$ cat src/rtl/heap_array_pkg.sv
// Shared sizing constants, types, FSM states and the heap index helper for heap_array_pop.
package heap_array_pkg;

    localparam int MemoryElementWidth = 12;
    localparam int NArea              = 10;
    localparam int NArrays            = 2000;
    localparam int NHeap              = 10000;

    localparam int SizeAddrW = $clog2(NArrays);
    localparam int HeapAddrW = $clog2(NHeap);
    localparam int HeapIdxW  = HeapAddrW + 1;

    typedef logic [MemoryElementWidth-1:0] elem_t;
    typedef logic [HeapIdxW-1:0]           heap_idx_t;

    localparam elem_t     NAreaE   = elem_t'(NArea);
    localparam elem_t     NArraysE = elem_t'(NArrays);
    localparam heap_idx_t NHeapI   = heap_idx_t'(NHeap);

    typedef enum logic [2:0] {
        IDLE      = 3'd0,
        RD_SIZE   = 3'd1,
        CHECK     = 3'd2,
        RD_HEAP   = 3'd3,
        WAIT_HEAP = 3'd4,
        CLEAR     = 3'd5,
        RESP      = 3'd6
    } state_e;

    // One bit wider than the heap address so out-of-range slots stay detectable.
    function automatic heap_idx_t heap_index(input elem_t array, input elem_t index);
        return heap_idx_t'(array) * heap_idx_t'(NArea) + heap_idx_t'(index);
    endfunction

endpackage

$ cat src/rtl/heap_array_pop.sv
// Pops the last element of a heap-resident array through external size/heap RAMs.
// Define HEAP_ARRAY_POP_CLEAR_EN to zero the popped heap slot after reading it.
module heap_array_pop
    import heap_array_pkg::*;
(
    input  logic                 clock,
    input  logic                 reset,
    input  logic                 req_valid,
    output logic                 req_ready,
    input  logic [11:0]          req_array,
    output logic                 rsp_valid,
    input  logic                 rsp_ready,
    output logic [11:0]          rsp_data,
    output logic                 rsp_underflow,
    output logic [SizeAddrW-1:0] size_addr,
    input  logic [11:0]          size_rdata,
    output logic                 size_we,
    output logic [11:0]          size_wdata,
    output logic [HeapAddrW-1:0] heap_addr,
    input  logic [11:0]          heap_rdata,
    output logic                 heap_we,
    output logic [11:0]          heap_wdata
);

    state_e                state_q, state_d;
    elem_t                 array_q, array_d;
    logic                  bad_q, bad_d;
    logic [SizeAddrW-1:0]  size_addr_q, size_addr_d;
    logic                  size_we_q, size_we_d;
    elem_t                 size_wdata_q, size_wdata_d;
    logic [HeapAddrW-1:0]  heap_addr_q, heap_addr_d;
    logic                  rsp_valid_q, rsp_valid_d;
    elem_t                 rsp_data_q, rsp_data_d;
    logic                  rsp_underflow_q, rsp_underflow_d;

    elem_t     new_size;
    heap_idx_t slot_idx;
    logic      pop_fail;

    // Every corrupt or out-of-range case collapses into an underflow response.
    assign new_size = size_rdata - elem_t'(1);
    assign slot_idx = heap_index(array_q, new_size);
    assign pop_fail = bad_q || (size_rdata == '0) || (size_rdata > NAreaE) || (slot_idx >= NHeapI);

`ifdef HEAP_ARRAY_POP_CLEAR_EN
    logic heap_we_q, heap_we_d;
`endif

    always_comb begin
        state_d         = state_q;
        array_d         = array_q;
        bad_d           = bad_q;
        size_addr_d     = size_addr_q;
        size_we_d       = 1'b0;
        size_wdata_d    = size_wdata_q;
        heap_addr_d     = heap_addr_q;
        rsp_valid_d     = rsp_valid_q;
        rsp_data_d      = rsp_data_q;
        rsp_underflow_d = rsp_underflow_q;
`ifdef HEAP_ARRAY_POP_CLEAR_EN
        heap_we_d       = 1'b0;
`endif
        case (state_q)
            IDLE: begin
                if (req_valid) begin
                    array_d     = req_array;
                    bad_d       = (req_array >= NArraysE);
                    size_addr_d = (req_array >= NArraysE) ? '0 : req_array[SizeAddrW-1:0];
                    state_d     = RD_SIZE;
                end
            end
            RD_SIZE: state_d = CHECK;
            CHECK: begin
                if (pop_fail) begin
                    rsp_underflow_d = 1'b1;
                    rsp_data_d      = '0;
                    rsp_valid_d     = 1'b1;
                    state_d         = RESP;
                end else begin
                    size_we_d    = 1'b1;
                    size_wdata_d = new_size;
                    heap_addr_d  = slot_idx[HeapAddrW-1:0];
                    state_d      = RD_HEAP;
                end
            end
            RD_HEAP: state_d = WAIT_HEAP;
            WAIT_HEAP: begin
                rsp_data_d      = heap_rdata;
                rsp_underflow_d = 1'b0;
`ifdef HEAP_ARRAY_POP_CLEAR_EN
                heap_we_d       = 1'b1;
                state_d         = CLEAR;
`else
                rsp_valid_d     = 1'b1;
                state_d         = RESP;
`endif
            end
            CLEAR: begin
                rsp_valid_d = 1'b1;
                state_d     = RESP;
            end
            RESP: begin
                if (rsp_ready) begin
                    rsp_valid_d = 1'b0;
                    state_d     = IDLE;
                end
            end
            default: state_d = IDLE;
        endcase
    end

    always_ff @(posedge clock or negedge reset) begin
        if (!reset) begin
            state_q         <= IDLE;
            array_q         <= '0;
            bad_q           <= 1'b0;
            size_addr_q     <= '0;
            size_we_q       <= 1'b0;
            size_wdata_q    <= '0;
            heap_addr_q     <= '0;
            rsp_valid_q     <= 1'b0;
            rsp_data_q      <= '0;
            rsp_underflow_q <= 1'b0;
        end else begin
            state_q         <= state_d;
            array_q         <= array_d;
            bad_q           <= bad_d;
            size_addr_q     <= size_addr_d;
            size_we_q       <= size_we_d;
            size_wdata_q    <= size_wdata_d;
            heap_addr_q     <= heap_addr_d;
            rsp_valid_q     <= rsp_valid_d;
            rsp_data_q      <= rsp_data_d;
            rsp_underflow_q <= rsp_underflow_d;
        end
    end

`ifdef HEAP_ARRAY_POP_CLEAR_EN
    always_ff @(posedge clock or negedge reset) begin
        if (!reset) begin
            heap_we_q <= 1'b0;
        end else begin
            heap_we_q <= heap_we_d;
        end
    end
    assign heap_we = heap_we_q;
`else
    assign heap_we = 1'b0;
`endif

    // The only heap write ever issued is the slot clear, so the data is constant zero.
    assign heap_wdata    = '0;
    assign req_ready     = (state_q == IDLE);
    assign rsp_valid     = rsp_valid_q;
    assign rsp_data      = rsp_data_q;
    assign rsp_underflow = rsp_underflow_q;
    assign size_addr     = size_addr_q;
    assign size_we       = size_we_q;
    assign size_wdata    = size_wdata_q;
    assign heap_addr     = heap_addr_q;

endmodule

$ cat config.mk
export PLATFORM = sky130hd
export DESIGN_NAME = heap_array_pop
export DESIGN_NICKNAME = d
export VERILOG_FILES = /design/src/rtl/heap_array_pkg.sv /design/src/rtl/heap_array_pop.sv
export SDC_FILE = /design/constraint.sdc
export NUM_CORES = 1
export LEC_CHECK = 0
export CAP_MARGIN = 10
export CELL_PAD_IN_SITES_DETAIL_PLACEMENT = 1
export CELL_PAD_IN_SITES_GLOBAL_PLACEMENT = 1
export CORE_ASPECT_RATIO = 0.75
export CORE_MARGIN = 3
export CORE_UTILIZATION = 49
export CTS_CLUSTER_DIAMETER = 120
export DETAILED_ROUTE_END_ITERATION = 12
export DONT_BUFFER_PORTS = 1
export GPL_TIMING_DRIVEN = 0
export PLACE_DENSITY = 0.84
export SLEW_MARGIN = 20
export SYNTH_ARGS = -nofsm -noshare
export SYNTH_HDL_FRONTEND = slang
export SYNTH_SLANG_ARGS = --single-unit
export TNS_END_PERCENT = 10
$ cat constraint.sdc
create_clock -name clock -period 5.7 [get_ports clock]
set_input_delay 0.285 -clock clock [delete_from_list [all_inputs] [get_ports clock]]
set_output_delay 0.285 -clock clock [all_outputs]
set_load 0.03 [all_outputs]
### Yosys cells after proc, flatten, opt, wreduce, memory -nomap -nowiden

Index checks and enable logic that the tools add are counted.

| storage, ports and cells | value |
|---|---|
| flip-flop bits (word level) | 68 |
| bits of input ports | 40 |

| cells by class | value |
|---|---|
| $add $sub $neg | 2 |
| mux-type cells | 13 |
| bitwise gates (word level) | 1 |
| $mul | 1 |
| equal/unequal tests | 9 |
| magnitude comparators | 3 |
| reductions and logical operators | 13 |

Operators with widths:

| operator | number |
|---|---|
| $pmux W12 S2 | 1 |
| $pmux W3 S6 | 1 |
| $add A15 B12 Y15 | 1 |
| $ge A15 B14 Y1 const B | 1 |
| $mul A12 B3 Y14 const B | 1 |
| $ge A12 B11 Y1 const B | 1 |
| $gt A12 B4 Y1 const B | 1 |
| $logic_not A12 Y1 | 1 |
| $mux W12 | 1 |
| $sub A12 B1 Y12 const B | 1 |
| $mux W11 | 1 |
| $eq A3 B3 Y1 const B | 3 |
| $mux W3 | 3 |
| $reduce_and A2 Y1 | 4 |
| $eq A3 B2 Y1 const B | 2 |
| $ne A2 B2 Y1 const B | 3 |
| $mux W1 | 4 |
| $eq A3 B1 Y1 const B | 1 |
| $logic_not A3 Y1 | 1 |
| $logic_or A1 B1 Y1 | 3 |
| $pmux W1 S3 | 1 |
| $reduce_and A3 Y1 | 1 |
| $reduce_bool A3 Y1 | 1 |
| $pmux W1 S2 | 1 |
| 3 further kinds | 3 |

### Depth between registers and ports, before layout

| depth | value |
|---|---|
| word-level depth | 6 |
| mapped depth | 18 |
| gate-level depth less buffers | 17 |

### Worst setup path before layout

No wires, ideal clock.

| path | value |
|---|---|
| kind | reg-to-reg |
| start point | register array_q[4] |
| end point | register size_wdata_q[10] (netlist: size_wdata[10]) |
| arrival time | 4.156 ns |
| clock period less this slack | 4.283 ns |
| stages on the path, launching flop included | 17 |
| setup time | 0.128 ns |
| path buffers | 1 |
| slack | 1.417 ns |
| data required time | 5.572 ns |
| cells stage by stage | dfrtp_1 -> ha_1 -> ha_1 -> a21oi_1 -> o22ai_1 -> or2_2 -> xor2_1 -> ha_1 -> nand2_1 -> a21oi_1 -> a21boi_0 -> a22o_1 -> or3_1 -> a211o_1 -> a211oi_4 -> buf_6 -> mux2_1 |

| on the way | value |
|---|---|
| cells in the longest elaborated chain, start to end | 6 |

RTL lines:

| item | line | source |
|---|---|---|
| start: declaration | heap_array_pop.sv:26 | `elem_t array_q, array_d;` |
| start signal: assignment | heap_array_pop.sv:126 | `array_q <= array_d;` |
| $mul A12 B3 Y14 | heap_array_pkg.sv:32 | `return heap_idx_t'(array) * heap_idx_t'(NArea) + heap_idx_t'(index);` |
| $add A15 B12 Y15 | heap_array_pkg.sv:32 |  |
| $ge A15 B14 Y1 | heap_array_pop.sv:43 | `assign pop_fail = bad_q \|\| (size_rdata == '0) \|\| (size_rdata > NAreaE) \|\| (slot_idx >= NHeapI);` |
| $logic_or A1 B1 Y1 | heap_array_pop.sv:43 |  |
| $not A1 Y1 (no line) | -- |  |
| $reduce_and A2 Y1 (no line) | -- |  |
| end signal: assignment | heap_array_pop.sv:130 | `size_wdata_q <= size_wdata_d;` |
| end: declaration | heap_array_pop.sv:30 | `elem_t size_wdata_q, size_wdata_d;` |

Every way passes these cells.
A chain may end at the register's enable or synchronous reset.

### Worst setup path in the final report

| path | value |
|---|---|
| start point | register array_q[1] |
| end point | register size_wdata_q[5] (netlist: size_wdata[5]) |

The elaborated chain is that of the path after synthesis.

==> flow_metrics.env <==
export IMPL_run_status="completed"
export IMPL_max_clock_freq_ghz=0.200
export IMPL_placement_io_buffers=0
export IMPL_fin_tns_setup_ns=0
export IMPL_hold_path_end="size_addr[3]"
export IMPL_global_route_wire_length_before_repair_mm=16.6
export IMPL_remaining_design_rule_violation_count=0
export IMPL_first_pass_iteration_count_of_the_detailed_router=4
export IMPL_worst_setup_hold_path_clk_slew_ns=0.08
export IMPL_io_pins=106
export IMPL_die_area_sq_mm=0.00950
export IMPL_finish_net_count=473
export IMPL_globalRoute_totalOverflow=0
export IMPL_timing_hold_worst_path_depth=1
export IMPL_synth_enable_flop_cells=0
export IMPL_dpl_hpwl_mm=7.69
export IMPL_hold_path_class="in -> reg"
export IMPL_worst_relative_slew_slack_pct=38.0
export IMPL_cts_post_setup_buffers_inserted=0
export IMPL_period_minus_slack_ns=5.00
export IMPL_crit_path_cell_trace="ha_1, ha_1, inv_1, fa_1, xnor2_1, ha_1, clkbuf_1, or3b_2, o221ai_1, or3b_2, a211oi_1, nor4_1, a211o_1, a211oi_4, buf_6, mux2_1"
export IMPL_rr_endpoint="size_wdata[5]"
export IMPL_worst_ep_arrival_time_ns=5.23
export IMPL_final_gp_congestion=0.786
export IMPL_post_synth_instance_area_sq_mm=0.00409
export IMPL_unrepaired_setup_endpoints_after_global_routing="false"
export IMPL_area_delta_synth_final_pct=10.5
export IMPL_most_crowded_layer_after_global_routing="met2"
export IMPL_met1_usage_pct=27.7
export IMPL_clockRootBuffer="clkbuf_8"
export IMPL_route_final_wire_length_mm=10.1
export IMPL_drive_gt1_share_pct=13.9
export IMPL_pin_count_of_the_biggest_net_entering_global_routing=68
export IMPL_fillerInstances=870
export IMPL_synth_async_sr_flop_share_pct=100
export IMPL_grt_met2_usage_pct=35.5
export IMPL_timing_critical_path_fanout_max=10
export IMPL_cap_violations=0
export IMPL_timing_critical_path_required_ns=5.93
export IMPL_cts_htree_levels=3
export IMPL_cts_path_max_buffers=2
export IMPL_grt_antenna_before_repair=0
export IMPL_main_flop_type_after_synthesis="dfrtp_1"
export IMPL_placement_rows=28
export IMPL_synth_lib_cells_used_distinct=55
export IMPL_synthesis_instances=372
export IMPL_fin_skew_ns=0.00981
export IMPL_cts_buffers_inserted=9
export IMPL_endpoints_failing_setup=0
export IMPL_r2r_cells=16
export IMPL_hold_start="req_array[3]"
export IMPL_tightestPinTransition_ns=0.927
export IMPL_synth_warnings=0
export IMPL_grt_met3_usage_pct=8.27
export IMPL_worstSetupEndpointType="register"
export IMPL_timing_reg2reg_setup_slack_ns=0.70
export IMPL_start_util_pct=51.3
export IMPL_yosys_register_bits=67
export IMPL_dieWidth_um=112
export IMPL_insertion_delay_ns=0.35
export IMPL_final_max_slew_viol_count=0
export IMPL_die_height_um=85.2
export IMPL_criticalPathCategory="reg -> reg"
export IMPL_clock_tree_from_tritoncts="built"
export IMPL_worst_path_largest_cell_delay_ns=0.59
export IMPL_worst_path_most_repeated_cell="ha_1"
export IMPL_cts_hold_buffers_added=2
export IMPL_mapped_avg_cell_area_sq_um=11.0
export IMPL_finalHoldViolCount=0
export IMPL_synth_yosys_seq_area_share_pct=41.0
export IMPL_gr_usage_all_layers_pct=22.2
export IMPL_routed_via_count=2938
export IMPL_number_of_global_route_vias_before_repair=3099
export IMPL_route_detailed_vias_per_inst=5.79
export IMPL_critical_path_startpoint_type="register"
export IMPL_slowest_cell_on_the_critical_path="a211oi_4"
export IMPL_drt_wirelength_per_cell_um=20.0
export IMPL_drtAntennaViolNets=0
export IMPL_tritoncts_num_sinks=67
export IMPL_antenna_cells=0
export IMPL_finalCritPeriodShare_pct=87.7
export IMPL_detailedRoute_firstIterationViolations=107
export IMPL_post_cts_resized=0
export IMPL_placeableCoreArea_sq_mm=0.00799
export IMPL_critical_path_reg2reg_startpoint="array_q[1]"
-- worst max path at each step --
stage | startpoint | endpoint | slack (ns) | cells past startpoint
2_1_floorplan | array_q[4] | size_wdata[10] | 1.42 | 16
3_3_place_gp | array_q[1] | size_wdata[2] | 0.82 | 16
3_5_place_dp | array_q[1] | size_wdata[7] | 0.73 | 16
4_1_cts | array_q[1] | size_wdata[7] | 0.64 | 16
5_1_grt | array_q[1] | size_wdata[1] | 0.43 | 16
6_report | array_q[1] | size_wdata[5] | 0.70 | 16
-- metal layers --
layer  vias to the layer above  part of all wire [%]
li1                       1387                     -
met1                      1438                    43
met2                        95                    47
met3                        18                   7.8
met4                         0                   1.8
met5                         -                     0
-- cell usage after synthesis (all sizes together) (12+ instances only) --
master | instances | area share (%)
a22o | 12 | 2.6
mux2i | 15 | 3.7
a21oi | 26 | 3.2
dfrtp | 67 | 41
xnor2 | 12 | 2.6
mux2 | 34 | 9.4
nor2 | 17 | 1.6
nand2 | 12 | 1.1
xor2 | 12 | 2.6
inv | 16 | 1.5
ha | 34 | 10
buf | 16 | 3.1
-- through the flow --
stage	hold slack, ns	instance area [sq um]	setup slack, ns	cells	util, %
final	0.0664	4520	0.699	507	56.6
after global routing	0.0580	4520	0.428	507	56.6
after CTS	0.0487	4520	0.643	507	56.6
after detailed placement	-0.00895	4280	0.732	489	53.5
after global placement	-0.00869	4270	0.815	489	53.5
after floorplan	-0.0106	4140	1.42	384	-
-- cells in the final DEF (no fill, tap or decap), types with 3 or more instances in the layout --
master	Yosys	final
nor3b_1	3	3
nor3_1	5	4
ha_1	34	34
a211oi_1	5	5
a211o_1	4	4
mux2i_1	15	15
conb_1	1	13
a21o_1	8	8
nor2_1	17	17
nor4_1	4	4
mux2_1	16	16
xor2_1	12	12
a21oi_1	26	26
o21ai_0	8	8
dfrtp_1	67	67
clkbuf_8	0	9
nand2_1	12	12
buf_4	14	14
nor2b_1	4	4
nand3_1	5	5
a22o_1	12	12
mux2_2	18	18
xnor2_1	12	12
o21a_1	3	3
nand2b_1	3	3
clkbuf_1	10	12
inv_1	16	16
-- cells by family after synthesis --
| logic type | Yosys count | synth area share (%) |
|---|---|---|
| fa+ha+maj | 36 | 11.4 |
| buf+inv | 42 | 5.50 |
| other cells | 1 | 0.0916 |
| simple gates | 65 | 8.31 |
| compound gates | 87 | 15.0 |
| flops | 67 | 41.0 |
| xor+xnor | 25 | 5.72 |
| mux | 49 | 13.0 |
-- state kept, by name (all words and copies together) (netlist names) --
| name | count |
|---|---|
| array_q | 12 |
| bad_q | 1 |
| heap_addr | 13 |
| rsp_data | 12 |
| rsp_underflow | 1 |
| rsp_valid | 1 |
| size_addr | 11 |
| size_wdata | 12 |
| size_we | 1 |
| state_q | 3 |
-- cell type report --
class | instances | area (sq um) | area share, %
multi-input combinational | 275 | 2240 | 49.6
sequential | 67 | 1680 | 37.1
buffer | 26 | 165 | 3.65
clock buffer | 11 | 131 | 2.91
tap | 105 | 131 | 2.91
clock inverter | 5 | 77.6 | 1.72
inverter | 16 | 60.1 | 1.33
timing repair buffer | 2 | 37.5 | 0.830
-- worst max-delay path, delay by kind of cell, from the launching register on --
kind | cells | cell delay [ns]
buffers and inverters | 3 | 0.58
AO/OA/AOI/OAI | 4 | 1.39
AND/OR/NAND/NOR | 3 | 0.78
flip-flops | 1 | 0.45
multiplexers | 1 | 0.36
XOR/XNOR | 1 | 0.15
adder cells (fa/ha/maj) | 4 | 1.16
Power is left out: the tool's default activity adds up to more than one toggle a clock period on the data nets, which glitch-free logic cannot reach.
